===== src/rtl/bank_rr_arbiter_if.sv =====
// Requester/bank bundle for bank_rr_arbiter; the lock vector exists only when ARB_LOCK_EN is defined.
// slave is the arbiter's view, master is the requester/bank-model view.
interface bank_rr_arbiter_if #(
   parameter int NUM_REQ    = 4,
   parameter int ADDR_WIDTH = 16,
   parameter int DATA_WIDTH = 32
);
   logic [NUM_REQ-1:0]            req;
   logic [NUM_REQ*ADDR_WIDTH-1:0] addr;
   logic [NUM_REQ-1:0]            wr;
   logic [NUM_REQ*DATA_WIDTH-1:0] wdata;
   logic [NUM_REQ-1:0]            gnt;
   logic [NUM_REQ-1:0]            rvalid;
   logic [DATA_WIDTH-1:0]         rdata;
   logic                          mem_en;
   logic                          mem_we;
   logic [ADDR_WIDTH-1:0]         mem_addr;
   logic [DATA_WIDTH-1:0]         mem_wdata;
   logic [DATA_WIDTH-1:0]         mem_rdata;
`ifdef ARB_LOCK_EN
   logic [NUM_REQ-1:0]            lock;

   modport slave (
      input  req, addr, wr, wdata, lock, mem_rdata,
      output gnt, rvalid, rdata, mem_en, mem_we, mem_addr, mem_wdata
   );

   modport master (
      output req, addr, wr, wdata, lock, mem_rdata,
      input  gnt, rvalid, rdata, mem_en, mem_we, mem_addr, mem_wdata
   );
`else
   modport slave (
      input  req, addr, wr, wdata, mem_rdata,
      output gnt, rvalid, rdata, mem_en, mem_we, mem_addr, mem_wdata
   );

   modport master (
      output req, addr, wr, wdata, mem_rdata,
      input  gnt, rvalid, rdata, mem_en, mem_we, mem_addr, mem_wdata
   );
`endif
endinterface


===== src/rtl/bank_rr_arbiter.sv =====
// Round-robin arbiter sharing one fixed-latency SRAM bank among NUM_REQ requesters.
// Define ARB_LOCK_EN to add per-requester lock (OPEN/LOCKED owner hold with frozen pointer).
module bank_rr_arbiter #(
   parameter int NUM_REQ    = 4,
   parameter int ADDR_WIDTH = 16,
   parameter int DATA_WIDTH = 32,
   parameter int RD_LATENCY = 2
) (
   input logic              clk,
   input logic              rst,
   bank_rr_arbiter_if.slave bus
);
   localparam int IDW = (NUM_REQ > 1) ? $clog2(NUM_REQ) : 1;
   localparam logic [IDW-1:0] LAST_ID = IDW'(NUM_REQ - 1);
   localparam logic [IDW-1:0] ONE_ID  = IDW'(1);

   logic [IDW-1:0]        ptr;
   logic [IDW-1:0]        ptr_nxt;
   logic [NUM_REQ-1:0]    eligible;
   logic [NUM_REQ-1:0]    gnt_c;
   logic                  grant_any;
   logic [IDW-1:0]        grant_id;
   logic                  hold;
   int                    idx;

   logic                  mem_en_q;
   logic                  mem_we_q;
   logic [ADDR_WIDTH-1:0] mem_addr_q;
   logic [DATA_WIDTH-1:0] mem_wdata_q;
   logic [NUM_REQ-1:0]    rvalid_q;
   logic [DATA_WIDTH-1:0] rdata_q;
   logic [RD_LATENCY:0]   pipe_vld;
   logic [IDW-1:0]        pipe_id [RD_LATENCY+1];

`ifdef ARB_LOCK_EN
   typedef enum logic {OPEN, LOCKED} lock_state_t;
   lock_state_t    state, state_nxt;
   logic [IDW-1:0] owner, owner_nxt;

   // Lock FSM state register; owner is only meaningful while LOCKED.
   always_ff @(posedge clk or posedge rst) begin
      if (rst) begin
         state <= OPEN;
         owner <= '0;
      end else begin
         state <= state_nxt;
         owner <= owner_nxt;
      end
   end
`endif

   // Arbitration: a held lock narrows eligibility to the owner, otherwise scan upward from ptr with wrap.
   always_comb begin
      eligible  = bus.req;
      hold      = 1'b0;
      grant_any = 1'b0;
      grant_id  = '0;
      gnt_c     = '0;
      ptr_nxt   = ptr;
      idx       = 0;
`ifdef ARB_LOCK_EN
      state_nxt = state;
      owner_nxt = owner;
      if (state == LOCKED) begin
         if (bus.req[owner] && bus.lock[owner]) begin
            hold            = 1'b1;
            eligible        = '0;
            eligible[owner] = 1'b1;
         end else begin
            state_nxt = OPEN;
         end
      end
`endif
      for (int k = 0; k < NUM_REQ; k++) begin
         idx = int'(ptr) + k;
         if (idx >= NUM_REQ) idx = idx - NUM_REQ;
         if (!grant_any && eligible[idx]) begin
            grant_any = 1'b1;
            grant_id  = IDW'(idx);
         end
      end
      if (rst) grant_any = 1'b0;
      if (grant_any) begin
         gnt_c[grant_id] = 1'b1;
         if (!hold) ptr_nxt = (grant_id == LAST_ID) ? '0 : grant_id + ONE_ID;
`ifdef ARB_LOCK_EN
         if (!hold && bus.lock[grant_id]) begin
            state_nxt = LOCKED;
            owner_nxt = grant_id;
         end
`endif
      end
   end

   // Register the granted command toward the bank; address/data hold when idle.
   always_ff @(posedge clk or posedge rst) begin
      if (rst) begin
         ptr         <= '0;
         mem_en_q    <= 1'b0;
         mem_we_q    <= 1'b0;
         mem_addr_q  <= '0;
         mem_wdata_q <= '0;
      end else begin
         ptr      <= ptr_nxt;
         mem_en_q <= grant_any;
         if (grant_any) begin
            mem_we_q    <= bus.wr[grant_id];
            mem_addr_q  <= bus.addr[grant_id*ADDR_WIDTH +: ADDR_WIDTH];
            mem_wdata_q <= bus.wdata[grant_id*DATA_WIDTH +: DATA_WIDTH];
         end
      end
   end

   // Read tags travel alongside the bank latency so the last stage lines up with valid mem_rdata.
   always_ff @(posedge clk or posedge rst) begin
      if (rst) begin
         pipe_vld <= '0;
         for (int k = 0; k <= RD_LATENCY; k++) pipe_id[k] <= '0;
         rvalid_q <= '0;
         rdata_q  <= '0;
      end else begin
         pipe_vld[0] <= grant_any && !bus.wr[grant_id];
         pipe_id[0]  <= grant_id;
         for (int k = 1; k <= RD_LATENCY; k++) begin
            pipe_vld[k] <= pipe_vld[k-1];
            pipe_id[k]  <= pipe_id[k-1];
         end
         rvalid_q <= '0;
         if (pipe_vld[RD_LATENCY]) begin
            rvalid_q[pipe_id[RD_LATENCY]] <= 1'b1;
            rdata_q                       <= bus.mem_rdata;
         end
      end
   end

   assign bus.gnt       = gnt_c;
   assign bus.rvalid    = rvalid_q;
   assign bus.rdata     = rdata_q;
   assign bus.mem_en    = mem_en_q;
   assign bus.mem_we    = mem_we_q;
   assign bus.mem_addr  = mem_addr_q;
   assign bus.mem_wdata = mem_wdata_q;
endmodule


===== src/flat_wrapper.sv =====
// flat-port wrapper written by rule: the top's interface ports become plain ports
module bank_rr_arbiter_flat 
#(
   parameter int NUM_REQ    = 4,
   parameter int ADDR_WIDTH = 16,
   parameter int DATA_WIDTH = 32,
   parameter int RD_LATENCY = 2
)
  (clk, rst, bus_req, bus_addr, bus_wr, bus_wdata, bus_mem_rdata, bus_gnt, bus_rvalid, bus_rdata, bus_mem_en, bus_mem_we, bus_mem_addr, bus_mem_wdata);
  bank_rr_arbiter_if #(.NUM_REQ(NUM_REQ), .ADDR_WIDTH(ADDR_WIDTH), .DATA_WIDTH(DATA_WIDTH)) bus_i ();
  input logic clk;
  input logic rst;
  input wire logic [$bits(bus_i.req)-1:0] bus_req;
  input wire logic [$bits(bus_i.addr)-1:0] bus_addr;
  input wire logic [$bits(bus_i.wr)-1:0] bus_wr;
  input wire logic [$bits(bus_i.wdata)-1:0] bus_wdata;
  input wire logic [$bits(bus_i.mem_rdata)-1:0] bus_mem_rdata;
  output wire logic [$bits(bus_i.gnt)-1:0] bus_gnt;
  output wire logic [$bits(bus_i.rvalid)-1:0] bus_rvalid;
  output wire logic [$bits(bus_i.rdata)-1:0] bus_rdata;
  output wire logic [$bits(bus_i.mem_en)-1:0] bus_mem_en;
  output wire logic [$bits(bus_i.mem_we)-1:0] bus_mem_we;
  output wire logic [$bits(bus_i.mem_addr)-1:0] bus_mem_addr;
  output wire logic [$bits(bus_i.mem_wdata)-1:0] bus_mem_wdata;
  assign bus_i.req = bus_req;
  assign bus_i.addr = bus_addr;
  assign bus_i.wr = bus_wr;
  assign bus_i.wdata = bus_wdata;
  assign bus_i.mem_rdata = bus_mem_rdata;
  assign bus_gnt = bus_i.gnt;
  assign bus_rvalid = bus_i.rvalid;
  assign bus_rdata = bus_i.rdata;
  assign bus_mem_en = bus_i.mem_en;
  assign bus_mem_we = bus_i.mem_we;
  assign bus_mem_addr = bus_i.mem_addr;
  assign bus_mem_wdata = bus_i.mem_wdata;
  bank_rr_arbiter #(.NUM_REQ(NUM_REQ), .ADDR_WIDTH(ADDR_WIDTH), .DATA_WIDTH(DATA_WIDTH), .RD_LATENCY(RD_LATENCY)) u_core (.clk(clk), .rst(rst), .bus(bus_i));
endmodule

===== config.mk =====
export PLATFORM = sky130hd
export DESIGN_NAME = bank_rr_arbiter_flat
export DESIGN_NICKNAME = d
export VERILOG_FILES = /design/src/rtl/bank_rr_arbiter_if.sv /design/src/rtl/bank_rr_arbiter.sv /design/src/flat_wrapper.sv
export SDC_FILE = /design/constraint.sdc
export NUM_CORES = 1
export LEC_CHECK = 0
export ABC_AREA = 1
export ABC_CLOCK_PERIOD_IN_PS = 3810
export CAP_MARGIN = 20
export CORE_MARGIN = 1
export CORE_UTILIZATION = 37
export CTS_CLUSTER_SIZE = 10
export DETAILED_ROUTE_END_ITERATION = 8
export PLACE_DENSITY = 0.79
export REMOVE_ABC_BUFFERS = 1
export SLEW_MARGIN = 0
export SYNTH_ARGS = -nofsm -noshare
export SYNTH_HDL_FRONTEND = slang
export SYNTH_SLANG_ARGS = --single-unit

===== constraint.sdc =====
create_clock -name clk -period 3.81 [get_ports clk]
set_input_delay 0.5715 -clock clk [delete_from_list [all_inputs] [get_ports clk]]
set_output_delay 0.5715 -clock clk [all_outputs]
set_load 0.1 [all_outputs]

* After elaboration in Yosys (flattened, before gate mapping)
Index checks and enable logic that the tools add are counted.
Storage, ports and cells: bits of input ports 234, register bits 97, output and inout port bits 90, logic and storage cells 78
Operators by class: add/sub/neg operators 8, $lt $le $gt $ge 12, equality and inequality tests 1, shifts and indexed selects 2, reduce and logical (&&, ||, !) cells 10, multiplexer cells 34
Operator list (count):
- 32-bit by 4-bit < comparator with 1-bit output, second input constant | 4
- 32-bit two-way mux | 4
- 128-bit by 8-bit variable part select with 32-bit output | 1
- 32-bit by 4-bit greater-or-equal comparator with 1-bit output, second input constant | 3
- 32-bit by 4-bit subtractor with 32-bit output, second input constant | 3
- 64-bit by 7-bit variable part select with 16-bit output | 1
- 1-bit two-way mux | 16
- 1-bit binary-select mux with 2-bit select | 5
- 2-bit two-way mux | 5
- 4-bit two-way mux | 2
- 2-bit by 2-bit adder with 3-bit output, second input constant | 2
- 1-bit logical AND | 6
- 2-bit by 3-bit < comparator with 1-bit output, second input constant | 2
- 1-bit demux with 2-bit select | 2
- 2-bit by 1-bit greater-or-equal comparator with 1-bit output, second input constant | 2
- 1-bit logical NOT | 4
- 2-bit by 3-bit subtractor with 4-bit output, second input constant | 1
- 2-bit by 1-bit adder with 3-bit output, second input constant | 1
- 2-bit by 3-bit greater-or-equal comparator with 1-bit output, second input constant | 1
- 2-bit by 1-bit adder with 2-bit output, second input constant | 1
- 2-bit equality test, second input constant | 1

* Logic depth before layout (Yosys ltp)
Gate-level depths: netlist (run 1).
depth in word-level cells 20, mapped depth 17, gate-level depth less buffers 14

* Least setup slack after synthesis (run 1)
Ideal clock, no wire load.
path type input to output, start input port rst, end output port bus_gnt[0], cell stages on the path 4, data arrival time 4.563 ns, buffers on the path 1, path slack -1.324 ns, cells stage by stage inv_1 nand2_2 clkbuf_1 nor2_1
Between the ends: cells in the longest elaborated chain, start to end 2
RTL lines:
- start: declaration | line flat_wrapper.sv:12 | input logic rst;
- 1-bit two-way mux | line bank_rr_arbiter.sv:82 | if (rst) grant_any = 1'b0;
- 4-bit two-way mux | line bank_rr_arbiter.sv:83 | if (grant_any) begin
- end: declaration | line flat_wrapper.sv:18 | output wire logic [$bits(bus_i.gnt)-1:0] bus_gnt;
No other way between the ends.

* Final worst setup path (run 1)
start register u_core.ptr[0], end output port bus_gnt[2]
Between the ends: cells in the longest elaborated chain, start to end 20, elaborated cells between the ends (all ways) 48
RTL lines:
- start: declaration | line bank_rr_arbiter.sv:17 | logic [IDW-1:0] ptr;
- start signal: assignment | line bank_rr_arbiter.sv:104 | ptr <= ptr_nxt;
- parallel branches: the longest is 19 deep, another holds 32-bit by 4-bit subtractor with 32-bit output
- 4-bit two-way mux (*) | line bank_rr_arbiter.sv:83
Every way passes the cells marked *. The select of a mux whose other input is x is not followed.

==> results of run 1 <==
## layout make-up
class / count / area share, %
Timing Repair Buffer: 338 / 33.42
Sequential cell: 97 / 23.96
Multi-Input combinational cell: 655 / 29.13
Inverter: 213 / 7.942
Tap cell: 225 / 2.779
Clock inverter: 6 / 0.5064
Clock buffer: 10 / 2.260
## per-stage QoR
stage                     TNS (ps)  hold slack (ps)  worst slack, ps  utilization (%)  instance area, um^2
final                            0            350.2            553.7            58.97                10130
after global routing             0            359.9            356.2            58.97                10130
after CTS                        0            354.4            554.0            58.97                10130
after detailed placement         0            334.7            556.5            57.34                 9849
after global placement           0            333.3            599.1            57.34                 9849
after floorplan             -54900            331.2            -2013                -                 6157
## synthesized netlist by cell type
cell / count / share of area [%]
sky130_fd_sc_hd__dfrtp_1: 97 / 37
sky130_fd_sc_hd__buf_1: 6 / 0.35
sky130_fd_sc_hd__nand2_1: 424 / 25
sky130_fd_sc_hd__ha_1: 4 / 0.77
sky130_fd_sc_hd__buf_2: 19 / 1.5
sky130_fd_sc_hd__nand3_2: 2 / 0.31
sky130_fd_sc_hd__clkinv_1: 1 / 0.058
sky130_fd_sc_hd__inv_1: 206 / 12
sky130_fd_sc_hd__nand2_2: 5 / 0.48
sky130_fd_sc_hd__nand3_1: 106 / 8.2
sky130_fd_sc_hd__buf_4: 9 / 1.0
sky130_fd_sc_hd__a21oi_1: 1 / 0.077
sky130_fd_sc_hd__nor2_1: 6 / 0.35
sky130_fd_sc_hd__nand4_1: 98 / 9.5
sky130_fd_sc_hd__buf_6: 1 / 0.17
sky130_fd_sc_hd__nor2_4: 1 / 0.17
sky130_fd_sc_hd__clkbuf_1: 34 / 2.0
sky130_fd_sc_hd__nor3_1: 4 / 0.31
sky130_fd_sc_hd__inv_4: 1 / 0.097
sky130_fd_sc_hd__o21ai_0: 3 / 0.23
sky130_fd_sc_hd__nand3_4: 1 / 0.27
sky130_fd_sc_hd__inv_2: 5 / 0.29
## layer usage
| layer | vias to the layer above | share of wire, % | GRT usage (%) |
|---|---|---|---|
| met2 | 315 | 49 | 42.57 |
| li1 | 3716 | - | - |
| met3 | 36 | 7.8 | 5.593 |
| met1 | 3368 | 41 | 29.07 |
| met5 | - | 0 | 0 |
| met4 | 0 | 2.6 | 9.738 |
## cell usage in the layout, fill, tap and decap left out, types with 5 or more instances in the layout
| cell type | netlist | routed |
|---|---|---|
| sky130_fd_sc_hd__nand2_1 | 424 | 423 |
| sky130_fd_sc_hd__dfrtp_1 | 97 | 97 |
| sky130_fd_sc_hd__inv_1 | 206 | 205 |
| sky130_fd_sc_hd__nand4_1 | 98 | 98 |
| sky130_fd_sc_hd__clkbuf_16 | 0 | 9 |
| sky130_fd_sc_hd__nor2_1 | 6 | 6 |
| sky130_fd_sc_hd__nand3_1 | 106 | 106 |
| sky130_fd_sc_hd__clkdlybuf4s50_1 | 0 | 319 |
| sky130_fd_sc_hd__inv_2 | 5 | 5 |
| sky130_fd_sc_hd__buf_4 | 9 | 15 |
| sky130_fd_sc_hd__nand2_2 | 5 | 5 |
## logic make-up (layout without fill, tap and decap cells)
family          count (synthesis)  count (layout)  synth area share [%]
simple gates                  647             647                 44.09
fa+ha+maj                       4               4                0.7722
compound gates                  4               4                0.3087
buf+inv                       282             567                 17.37
flops                          97              97                 37.45
## how the worst max path moves through the flow
stage,endpoint,slack [ps]
global placement,bus_gnt[2],600
CTS,bus_gnt[2],550
global route,bus_gnt[2],360
detailed placement,bus_gnt[2],560
finish,bus_gnt[2],550
floorplan,bus_gnt[0],-2010
## sequential cells by signal, indices dropped and copies added (netlist names)
signal,count
u_core.bus.mem_wdata,32
u_core.bus.rdata,32
u_core.bus.mem_addr,16
u_core.pipe_id,6
u_core.bus.rvalid,4
u_core.pipe_vld,3
u_core.ptr,2
u_core.bus.mem_en,1
u_core.bus.mem_we,1
## worst max-delay path, stage by stage (launching register included)
cell	delay, ps
sky130_fd_sc_hd__dfrtp_1	600
sky130_fd_sc_hd__inv_4	130
sky130_fd_sc_hd__nand2_2	90
sky130_fd_sc_hd__nand2_2	80
sky130_fd_sc_hd__nand2_1	80
sky130_fd_sc_hd__nand2_1	80
sky130_fd_sc_hd__nor2_4	140
sky130_fd_sc_hd__nand3_1	90
sky130_fd_sc_hd__nand3_1	90
sky130_fd_sc_hd__nand2_2	240
sky130_fd_sc_hd__inv_2	150
sky130_fd_sc_hd__ha_1	150
sky130_fd_sc_hd__inv_1	30
sky130_fd_sc_hd__nor2_1	180
sky130_fd_sc_hd__buf_12	210
==> reports/results.md, run 1 <==
Run status
* finished, final reports clean — outcome

STA
* 307.1 MHz — maximum clock rate
* 0 — hold violation total from the final report
* 1114 ps — Worst Max-Slew Pin Slew
* 8.619 ps — clock tree skew after final layout
* false — RSZ-0062 raised after global routing
* 3256 ps — final period demand of the worst path
* 0 — max-slew violation total from the final report
* 25.75% — Slew HR
* 85.47% — Period Utilization, post-route
* 0 — Final Setup Violations

Route
* 14.04 um — routed length per placed instance
* 21680 um — Routed WL
* 4.815 — average via count per standard cell
* 433 — Iter 0 DRT Violations
* 0 — residual DRC count
* 0 — antenna-violating nets left
* 4 — number of iterations in the first detailed-routing pass
* 7435 — DR vias

Flow run
* 0 — MaxCap Viol Count

Logic synthesis
* 0 — count of yosys warnings during synthesis
* 0.006481 mm^2 — synthesized area
* 37.45% — register area share after synthesis
* 22 — distinct cell type count after synthesis
* 1034 — Post-Synthesis Cells
* 97 — register bit total from synthesis
* 6.268 um^2 — average cell area after synthesis

CTS
* 3 — CTS H-tree lvls
* 340 ps — worst skew pair latency
* 97 — # clock sinks
* sky130_fd_sc_hd__clkbuf_16 — CTS root buf
* 70 ps — register clock-pin slew on the reported worst setup and hold paths
* built — clock tree from TritonCTS
* 0 — CTS Hold Bufs
* 2 — Max Buffers Root-to-Sink
* 0 — number of cells upsized or downsized after cts
* 9 — number of buffers added by the clock tree synthesis step
* 0 — post-CTS setup repair buffer count

Hold path
* u_core.pipe_vld[0] — startpoint of the worst hold path
* 0 — Hold Path Stages
* u_core.pipe_vld[1] — Worst Hold Endpoint
* flip-flop to flip-flop — kind of path behind the tightest hold check

Die
* 0.01718 mm^2 — area of the core
* 0.01805 mm^2 — full die area
* 37.73% — initial core utilization
* 48 — standard-cell rows
* 134.4 um — die width
* 324 — top-level I/O count
* 134.4 um — die boundary height

Place
* 15340 um — Final HPWL DP
* 1528 — Placed Instances
* 323 — count of input and output buffers
* 0.8138 — gp weighted congestion

Global route
* 99 — maximum number of pins on one net before global-route repair
* 0 — initial antenna violation count
* 24.46% — global router's overall resource usage
* 7121 — vias in the first global route
* 35110 um — first-pass GRT wire length
* 0 — GRT overflow

Worst setup path
* 940 ps — flop-to-flop setup slack
* 3240 ps — Required @ worst endpoint
* 14 — number of cells on the worst reg-to-reg path
* flip-flop to primary output — category of the critical setup timing path
* u_core.ptr[0] — start of the worst register-to-register path
* 16 — critical-path maximum fanout
* primary output — category of the worst setup path capture point
* flip-flop — critical path startpoint category
* u_core.ptr[0] — origin of the worst setup path
* 2680 ps — data arrival time at the worst-slack endpoint
* u_core.bus.mem_addr[1] — critical register-to-register path endpoint

Layout
* 0.002427 mm^2 — sequential cell area
* 1552 — number of nets in the layout
* 1629 — number of filler cells placed in the layout
* 1544 — filler-free cell count of the finished design
* 56.29% — post-synthesis to final-layout area growth
* 0.002950 mm^2 — area used by multi-input combinational logic
* 0 — Antenna diodes
* 3.867% — fraction of layout cells with a size suffix above 1

Power of run 1 is left out: the tool's default activity adds up to more than one toggle a clock period on the data nets, which glitch-free logic cannot reach.
==> run 2, diff against run 1 <==
--- a/config.mk
+++ b/config.mk
@@ -14,6 +14,7 @@
 export DETAILED_ROUTE_END_ITERATION = 8
 export PLACE_DENSITY = 0.79
 export REMOVE_ABC_BUFFERS = 1
+export SKIP_CTS_REPAIR_TIMING = 1
 export SLEW_MARGIN = 0
 export SYNTH_ARGS = -nofsm -noshare
 export SYNTH_HDL_FRONTEND = slang
==> results of run 2 <==
Final layout, timing and power as in run 1 (identical DEF).
Power of run 2 is left out for the same reason.
